===== src/rtl/diff_demo_pkg.sv =====
// Shared types and constants for the PE partial-sum collector.
package diff_demo_pkg;

  // Width of one PE partial-sum element.
  localparam int PSUM_WIDTH = 16;

  // Tile geometry of one PE FIFO word.
  localparam int TILE_ROWS = 3;
  localparam int TILE_COLS = 6;

  // Collector control states.
  typedef enum logic [1:0] {
    IDLE = 2'd0,
    POP  = 2'd1,
    CAPT = 2'd2,
    OUT  = 2'd3
  } collector_state_t;

endpackage


===== src/rtl/psum_collector_requant_unit.sv =====
// One-element requantizer.
// Arithmetic right shift, then saturation to signed 8 bits.
// Build option PSUM_COLLECTOR_RELU_EN clamps negative results to zero.
module requant_unit
  import diff_demo_pkg::*;
#(
  parameter int ACC_WIDTH = PSUM_WIDTH + 8
) (
  input  logic signed [ACC_WIDTH-1:0] acc,
  input  logic        [4:0]           shift,
  output logic        [7:0]           q
);

  localparam logic signed [ACC_WIDTH-1:0] SAT_MAX = ACC_WIDTH'(8'sd127);
  localparam logic signed [ACC_WIDTH-1:0] SAT_MIN = ~SAT_MAX;

  // Clamp a wide signed value into the signed 8-bit range.
  function automatic logic [7:0] sat8(input logic signed [ACC_WIDTH-1:0] v);
    logic [7:0] r;
    if (v > SAT_MAX) begin
      r = 8'h7F;
    end else if (v < SAT_MIN) begin
      r = 8'h80;
    end else begin
      r = v[7:0];
    end
    return r;
  endfunction

  logic signed [ACC_WIDTH-1:0] shifted_s;
  logic        [7:0]           sat_s;

  // Shift, saturate and optionally rectify one accumulator element.
  always_comb begin
    shifted_s = acc >>> shift;
    sat_s     = sat8(shifted_s);
`ifdef PSUM_COLLECTOR_RELU_EN
    if (sat_s[7]) begin
      q = 8'h00;
    end else begin
      q = sat_s;
    end
`else
    q = sat_s;
`endif
  end

endmodule


===== src/rtl/psum_collector.sv =====
// Partial-sum collector.
// Pops one 3x6 psum tile per input-channel pass from a PE FIFO and accumulates the tiles.
// Requantizes the result and streams it out as 3 rows of 6 int8 activations.
// Optional macro PSUM_COLLECTOR_RELU_EN enables ReLU after saturation.
module psum_collector
  import diff_demo_pkg::*;
#(
  parameter int PSUM_WIDTH = diff_demo_pkg::PSUM_WIDTH,
  parameter int ACC_WIDTH  = PSUM_WIDTH + 8,
  parameter int PASS_W     = 8
) (
  input  logic                                   clk,
  input  logic                                   rst_n,
  input  logic                                   start,
  input  logic [PASS_W-1:0]                      cfg_num_pass,
  input  logic [4:0]                             cfg_shift,
  output logic                                   busy_o,
  input  logic                                   fifo_empty_i,
  input  logic [TILE_ROWS*TILE_COLS*PSUM_WIDTH-1:0] fifo_dout_i,
  output logic                                   fifo_rd_en_o,
  output logic                                   act_valid_o,
  input  logic                                   act_ready_i,
  output logic [TILE_COLS*8-1:0]                 act_data_o,
  output logic [1:0]                             act_row_o,
  output logic                                   done_o
);

  localparam int NUM_ELEM = TILE_ROWS * TILE_COLS;

  collector_state_t            state_r;
  logic [PASS_W-1:0]           num_pass_r;
  logic [PASS_W-1:0]           pass_cnt_r;
  logic [4:0]                  shift_r;
  logic                        rd_wait_r;  // 0: pop in flight, 1: FIFO data valid this cycle
  logic signed [ACC_WIDTH-1:0] acc_r [NUM_ELEM];

  logic signed [ACC_WIDTH-1:0] psum_ext_s [NUM_ELEM];
  logic signed [ACC_WIDTH-1:0] row_acc_s  [TILE_COLS];
  logic                        handshake_s;
  logic [1:0]                  row_sel_s;
  logic [TILE_COLS*8-1:0]      req_row_s;

  // Sign-extend every FIFO element to accumulator width.
  always_comb begin
    for (int k = 0; k < NUM_ELEM; k++) begin
      psum_ext_s[k] = {{(ACC_WIDTH-PSUM_WIDTH){fifo_dout_i[k*PSUM_WIDTH + PSUM_WIDTH-1]}},
                       fifo_dout_i[k*PSUM_WIDTH +: PSUM_WIDTH]};
    end
  end

  // Detect an output handshake and pick the row the requant path presents next.
  always_comb begin
    if ((state_r == OUT) && act_valid_o && act_ready_i) begin
      handshake_s = 1'b1;
      if (act_row_o != 2'd2) begin
        row_sel_s = act_row_o + 2'd1;
      end else begin
        row_sel_s = act_row_o;
      end
    end else begin
      handshake_s = 1'b0;
      row_sel_s   = act_row_o;
    end
  end

  // Select the accumulator row feeding the requant units.
  always_comb begin
    for (int c = 0; c < TILE_COLS; c++) begin
      case (row_sel_s)
        2'd0:    row_acc_s[c] = acc_r[c];
        2'd1:    row_acc_s[c] = acc_r[TILE_COLS + c];
        2'd2:    row_acc_s[c] = acc_r[2*TILE_COLS + c];
        default: row_acc_s[c] = acc_r[c];
      endcase
    end
  end

  for (genvar c = 0; c < TILE_COLS; c++) begin : g_requant
    requant_unit #(
      .ACC_WIDTH(ACC_WIDTH)
    ) u_requant (
      .acc   (row_acc_s[c]),
      .shift (shift_r),
      .q     (req_row_s[c*8 +: 8])
    );
  end

  // Control FSM, accumulators and registered outputs.
  always_ff @(posedge clk or negedge rst_n) begin
    if (!rst_n) begin
      state_r      <= IDLE;
      num_pass_r   <= '0;
      pass_cnt_r   <= '0;
      shift_r      <= 5'd0;
      rd_wait_r    <= 1'b0;
      busy_o       <= 1'b0;
      fifo_rd_en_o <= 1'b0;
      act_valid_o  <= 1'b0;
      act_data_o   <= '0;
      act_row_o    <= 2'd0;
      done_o       <= 1'b0;
      for (int k = 0; k < NUM_ELEM; k++) begin
        acc_r[k] <= '0;
      end
    end else begin
      done_o       <= 1'b0;
      fifo_rd_en_o <= 1'b0;
      case (state_r)
        IDLE: begin
          if (start) begin
            num_pass_r <= (cfg_num_pass == '0) ? PASS_W'(1) : cfg_num_pass;
            shift_r    <= cfg_shift;
            pass_cnt_r <= '0;
            busy_o     <= 1'b1;
            state_r    <= POP;
            for (int k = 0; k < NUM_ELEM; k++) begin
              acc_r[k] <= '0;
            end
          end
        end
        POP: begin
          if (!fifo_empty_i) begin
            fifo_rd_en_o <= 1'b1;
            rd_wait_r    <= 1'b0;
            state_r      <= CAPT;
          end
        end
        CAPT: begin
          if (!rd_wait_r) begin
            rd_wait_r <= 1'b1;
          end else begin
            rd_wait_r <= 1'b0;
            for (int k = 0; k < NUM_ELEM; k++) begin
              acc_r[k] <= acc_r[k] + psum_ext_s[k];
            end
            pass_cnt_r <= pass_cnt_r + PASS_W'(1);
            if ((pass_cnt_r + PASS_W'(1)) == num_pass_r) begin
              act_row_o <= 2'd0;
              state_r   <= OUT;
            end else begin
              state_r <= POP;
            end
          end
        end
        OUT: begin
          // First OUT cycle loads row 0 once the final accumulation has settled.
          if (!act_valid_o) begin
            act_valid_o <= 1'b1;
            act_data_o  <= req_row_s;
          end else if (handshake_s) begin
            if (act_row_o == 2'd2) begin
              act_valid_o <= 1'b0;
              done_o      <= 1'b1;
              busy_o      <= 1'b0;
              state_r     <= IDLE;
            end else begin
              act_row_o  <= row_sel_s;
              act_data_o <= req_row_s;
            end
          end
        end
        default: begin
          state_r <= IDLE;
        end
      endcase
    end
  end

endmodule


===== config.mk =====
export PLATFORM = sky130hd
export DESIGN_NAME = psum_collector
export DESIGN_NICKNAME = d
export VERILOG_FILES = /design/src/rtl/diff_demo_pkg.sv /design/src/rtl/psum_collector_requant_unit.sv /design/src/rtl/psum_collector.sv
export SDC_FILE = /design/constraint.sdc
export NUM_CORES = 2
export LEC_CHECK = 0
export CAP_MARGIN = 20
export CORE_ASPECT_RATIO = 0.6
export CORE_UTILIZATION = 47
export CTS_CLUSTER_SIZE = 25
export DETAILED_ROUTE_END_ITERATION = 16
export GPL_TIMING_DRIVEN = 0
export HOLD_SLACK_MARGIN = 0.05
export MAX_ROUTING_LAYER = met4
export PLACE_DENSITY = 0.69
export SYNTH_ARGS = -nofsm -noshare
export SYNTH_HDL_FRONTEND = slang
export SYNTH_SLANG_ARGS = --single-unit

===== constraint.sdc =====
create_clock -name clk -period 4.72 [get_ports clk]
set_input_delay 0.472 -clock clk [delete_from_list [all_inputs] [get_ports clk]]
set_output_delay 0.472 -clock clk [all_outputs]
set_load 0.05 [all_outputs]

==> summary.md <==
| Metric | Value |
|---|---|
| Status | `complete, but fails checks` |
| Failing checks | `negative setup slack` |
| DP Wirelength | `184,900 um` |
| Critical path peak fanout | `11` |
| RSZ-0062 raised after global routing | `true` |
| Slew Viols, Final | `0` |
| First-pass GRT wire length | `324,100 um` |
| Skew final | `0.04065 ns` |
| Most common cell in the netlist | `nand2_1` |
| Required time worst endpoint | `5.26 ns` |
| Drt first-iter violations | `7,738` |
| Period utilisation layout | `105.6%` |
| Share of layout cells above drive strength 1 | `11.96%` |
| Post-Syn Instances | `5,548` |
| TritonCTS buffer count | `54` |
| Worst rel slew slack | `8.792%` |
| Die Y | `248.3 um` |
| CP top delay family | `buffers and inverters` |
| Worst-margin pin slew | `1.368 ns` |
| Nets | `6,780` |
| Worst hold path type | `in2async` |
| Die width | `412.5 um` |
| Die footprint | `102,400 um2` |
| Worst path bufs/invs | `6` |
| Startpoint types | `register` |
| Antenna violations before repair | `13` |
| CP cell instances | `buf_2 -> inv_2 -> buf_4 -> buf_4 -> buf_4 -> clkdlybuf4s15_1 -> o211ai_1 -> nor3_4 -> a31oi_4 -> a311o_1 -> a211oi_2 -> nor3_1` |
| Layout fillers | `8,936` |
| Clock sink count | `510` |
| Total global routing overflow | `0` |
| DR vias/cell | `6.787` |
| Maximum clock frequency | `200.6 MHz` |
| Count of state elements after synthesis | `510` |
| Aggregate routed wire length | `233,100 um` |
| Count of final setup violators | `33` |
| IO Pins | `360` |
| Max-cap violations | `0` |
| Synth warnings | `0` |
| DRT antenna net count | `0` |
| Initial Util | `47.89%` |
| Final Hold Fails | `0` |
| DR vias | `50,380` |
| CTS tree | `built` |
| Syn avg cell area | `8.564 um2` |
| Pin count of the biggest net entering global routing | `109` |
| Crit Path Class | `reg2reg` |
| Register area share after synthesis | `26.86%` |
| Slowest CP cell | `clkdlybuf4s15_1` |
| FFs w/ async S/R, synth | `100.0%` |
| Post-synth top flop | `dfrtp_1` |
| CTS H-tree depth | `2` |
| Min Clock Period, post-route | `4.986 ns` |
| Crit path top cell by count | `buf_4` |
| Vias in the first global route | `44,240` |
| Clock tree buffer depth | `3` |
| Syn Nets | `6,291` |
| Area of the mapped netlist | `47,510 um2` |
| Core Rows | `89` |
| Gpl congestion | `1.180` |
| Clk_lat worst skew | `0.71 ns` |
| Input/output buffers | `359` |
| Leading area contributor after synthesis | `dfrtp_1` |
| Number of synthesized flops with an enable pin | `0` |
| Synth cell types | `79` |
| Post-synth top area share | `26.86%` |
| Post-route DRC | `0` |
| Reg clk slew, reported paths | `0.09 ns` |
| Synth top cells by count | `667 x nand2_1, 635 x o21ai_0, 510 x dfrtp_1, 419 x ha_1, 418 x nor2_1` |
| Initial DRT Pass Iterations | `9` |
| Core Area | `99,220 um2` |
| Clock root buffer master | `clkbuf_16` |
| Crit path arrival time | `5.52 ns` |
| Crit path largest cell delay | `0.96 ns` |
| Gr usage total | `45.51%` |
| Synth area leaders | `dfrtp_1 27%, ha_1 11%, o21ai_0 6.7%` |
| PnR worst setup slack | `-0.2661 ns` |
| Wire per inst | `31.41 um` |
| CP endpoint kind | `register` |
| Setup WS pre-CTS | `-3.462 ns` |
| Area grow syn2layout | `20.86%` |
metrics by stage:
step / std cells / cell area, um2 / TNS (ns) / hold slack, ns / util [%]
floorplan: 5548 / 47520 / 0 / 0.1764 / -
global placement: 7226 / 52760 / - / 0.4546 / 53.18
detailed placement: 7244 / 53140 / -132.73 / 0.3375 / 53.55
CTS: 7368 / 56410 / -0.004115 / 0.2291 / 56.86
global route: 7409 / 57390 / -3.272 / 0.2565 / 57.84
finish: 7423 / 57420 / -3.439 / 0.2340 / 57.88
repair_timing:
item	4_1_cts	5_1_grt
endpoints found under the hold margin	110	0
pin swaps	28	48
hold buffers	1	0
gates resized for setup	376	227
setup buffers	26	28
endpoints found under the setup margin	48	42
cloned	0	1
metal layers:
| metal | vias up | routed length, um | GRT usage [%] |
|---|---|---|---|
| li1 | 21770 | - | - |
| met5 | - | 0 | - |
| met3 | 538 | 41050 | 23.08 |
| met4 | 0 | 9076 | 14.41 |
| met2 | 3704 | 82980 | 54.19 |
| met1 | 24370 | 100000 | 64.15 |
layout make-up:
class / instances / area (um2) / area share, %
antenna: 24 / 60.06 / 0.1046
buffer: 278 / 1674 / 2.915
clock buffer: 70 / 1481 / 2.580
clock inverter: 29 / 439.2 / 0.7648
inverter: 136 / 513.0 / 0.8933
multi-input combinational: 4621 / 34420 / 59.93
sequential: 510 / 12770 / 22.24
tap: 1319 / 1650 / 2.874
timing repair buffer: 436 / 4422 / 7.700
cells by family (layout without fill, tap and decap cells):
kind of cell,count (synthesis),count (layout),synth area share [%]
mux,350,350,10.94
other cells,0,24,0
flops,510,510,26.86
simple gates,1617,1617,15.25
fa+ha+maj,437,437,11.79
xor+xnor,345,345,6.359
compound gates,1872,1872,25.31
buf+inv,417,949,3.484
sequential cells by signal, summed over array words and instances, names as in the netlist:
signal / cells
rd_wait_r: 1
act_data_o: 48
act_valid_o: 1
num_pass_r: 8
act_row_o: 2
state_r: 2
done_o: 1
shift_r: 5
pass_cnt_r: 8
fifo_rd_en_o: 1
acc_r: 432
busy_o: 1
cells in the final DEF (no fill, tap or decap), drive strengths merged, types with 68 or more instances in the layout:
master	n
a21o	141
a21oi	366
a22o	136
buf	162
clkbuf	254
clkdlybuf4s50	358
dfrtp	510
ha	419
inv	136
mux2i	182
mux4	132
nand2	667
nand3	110
nor2	418
nor3	111
o211ai	68
o21ai	640
xnor2	152
xor2	193
path summary, 6_finish.rpt:
path	start	end	slack, ns	cells past startpoint
max in group asynchronous	rst_n	acc_r[84]$_DFFE_PN0P_	3.09	4
max	shift_r[0]$_DFFE_PN0P_	act_data_o[43]$_DFFE_PN0P_	-0.27	12
min reg2reg	act_data_o[36]$_DFFE_PN0P_	act_data_o[36]$_DFFE_PN0P_	0.47	2
min in group clk	fifo_empty_i	fifo_rd_en_o$_DFF_PN0_	0.40	2
min	rst_n	acc_r[299]$_DFFE_PN0P_	0.23	2
max reg2reg	shift_r[0]$_DFFE_PN0P_	act_data_o[43]$_DFFE_PN0P_	-0.27	12
Power is left out: the tool's default activity adds up to more than one toggle a clock period on the data nets, which glitch-free logic cannot reach.
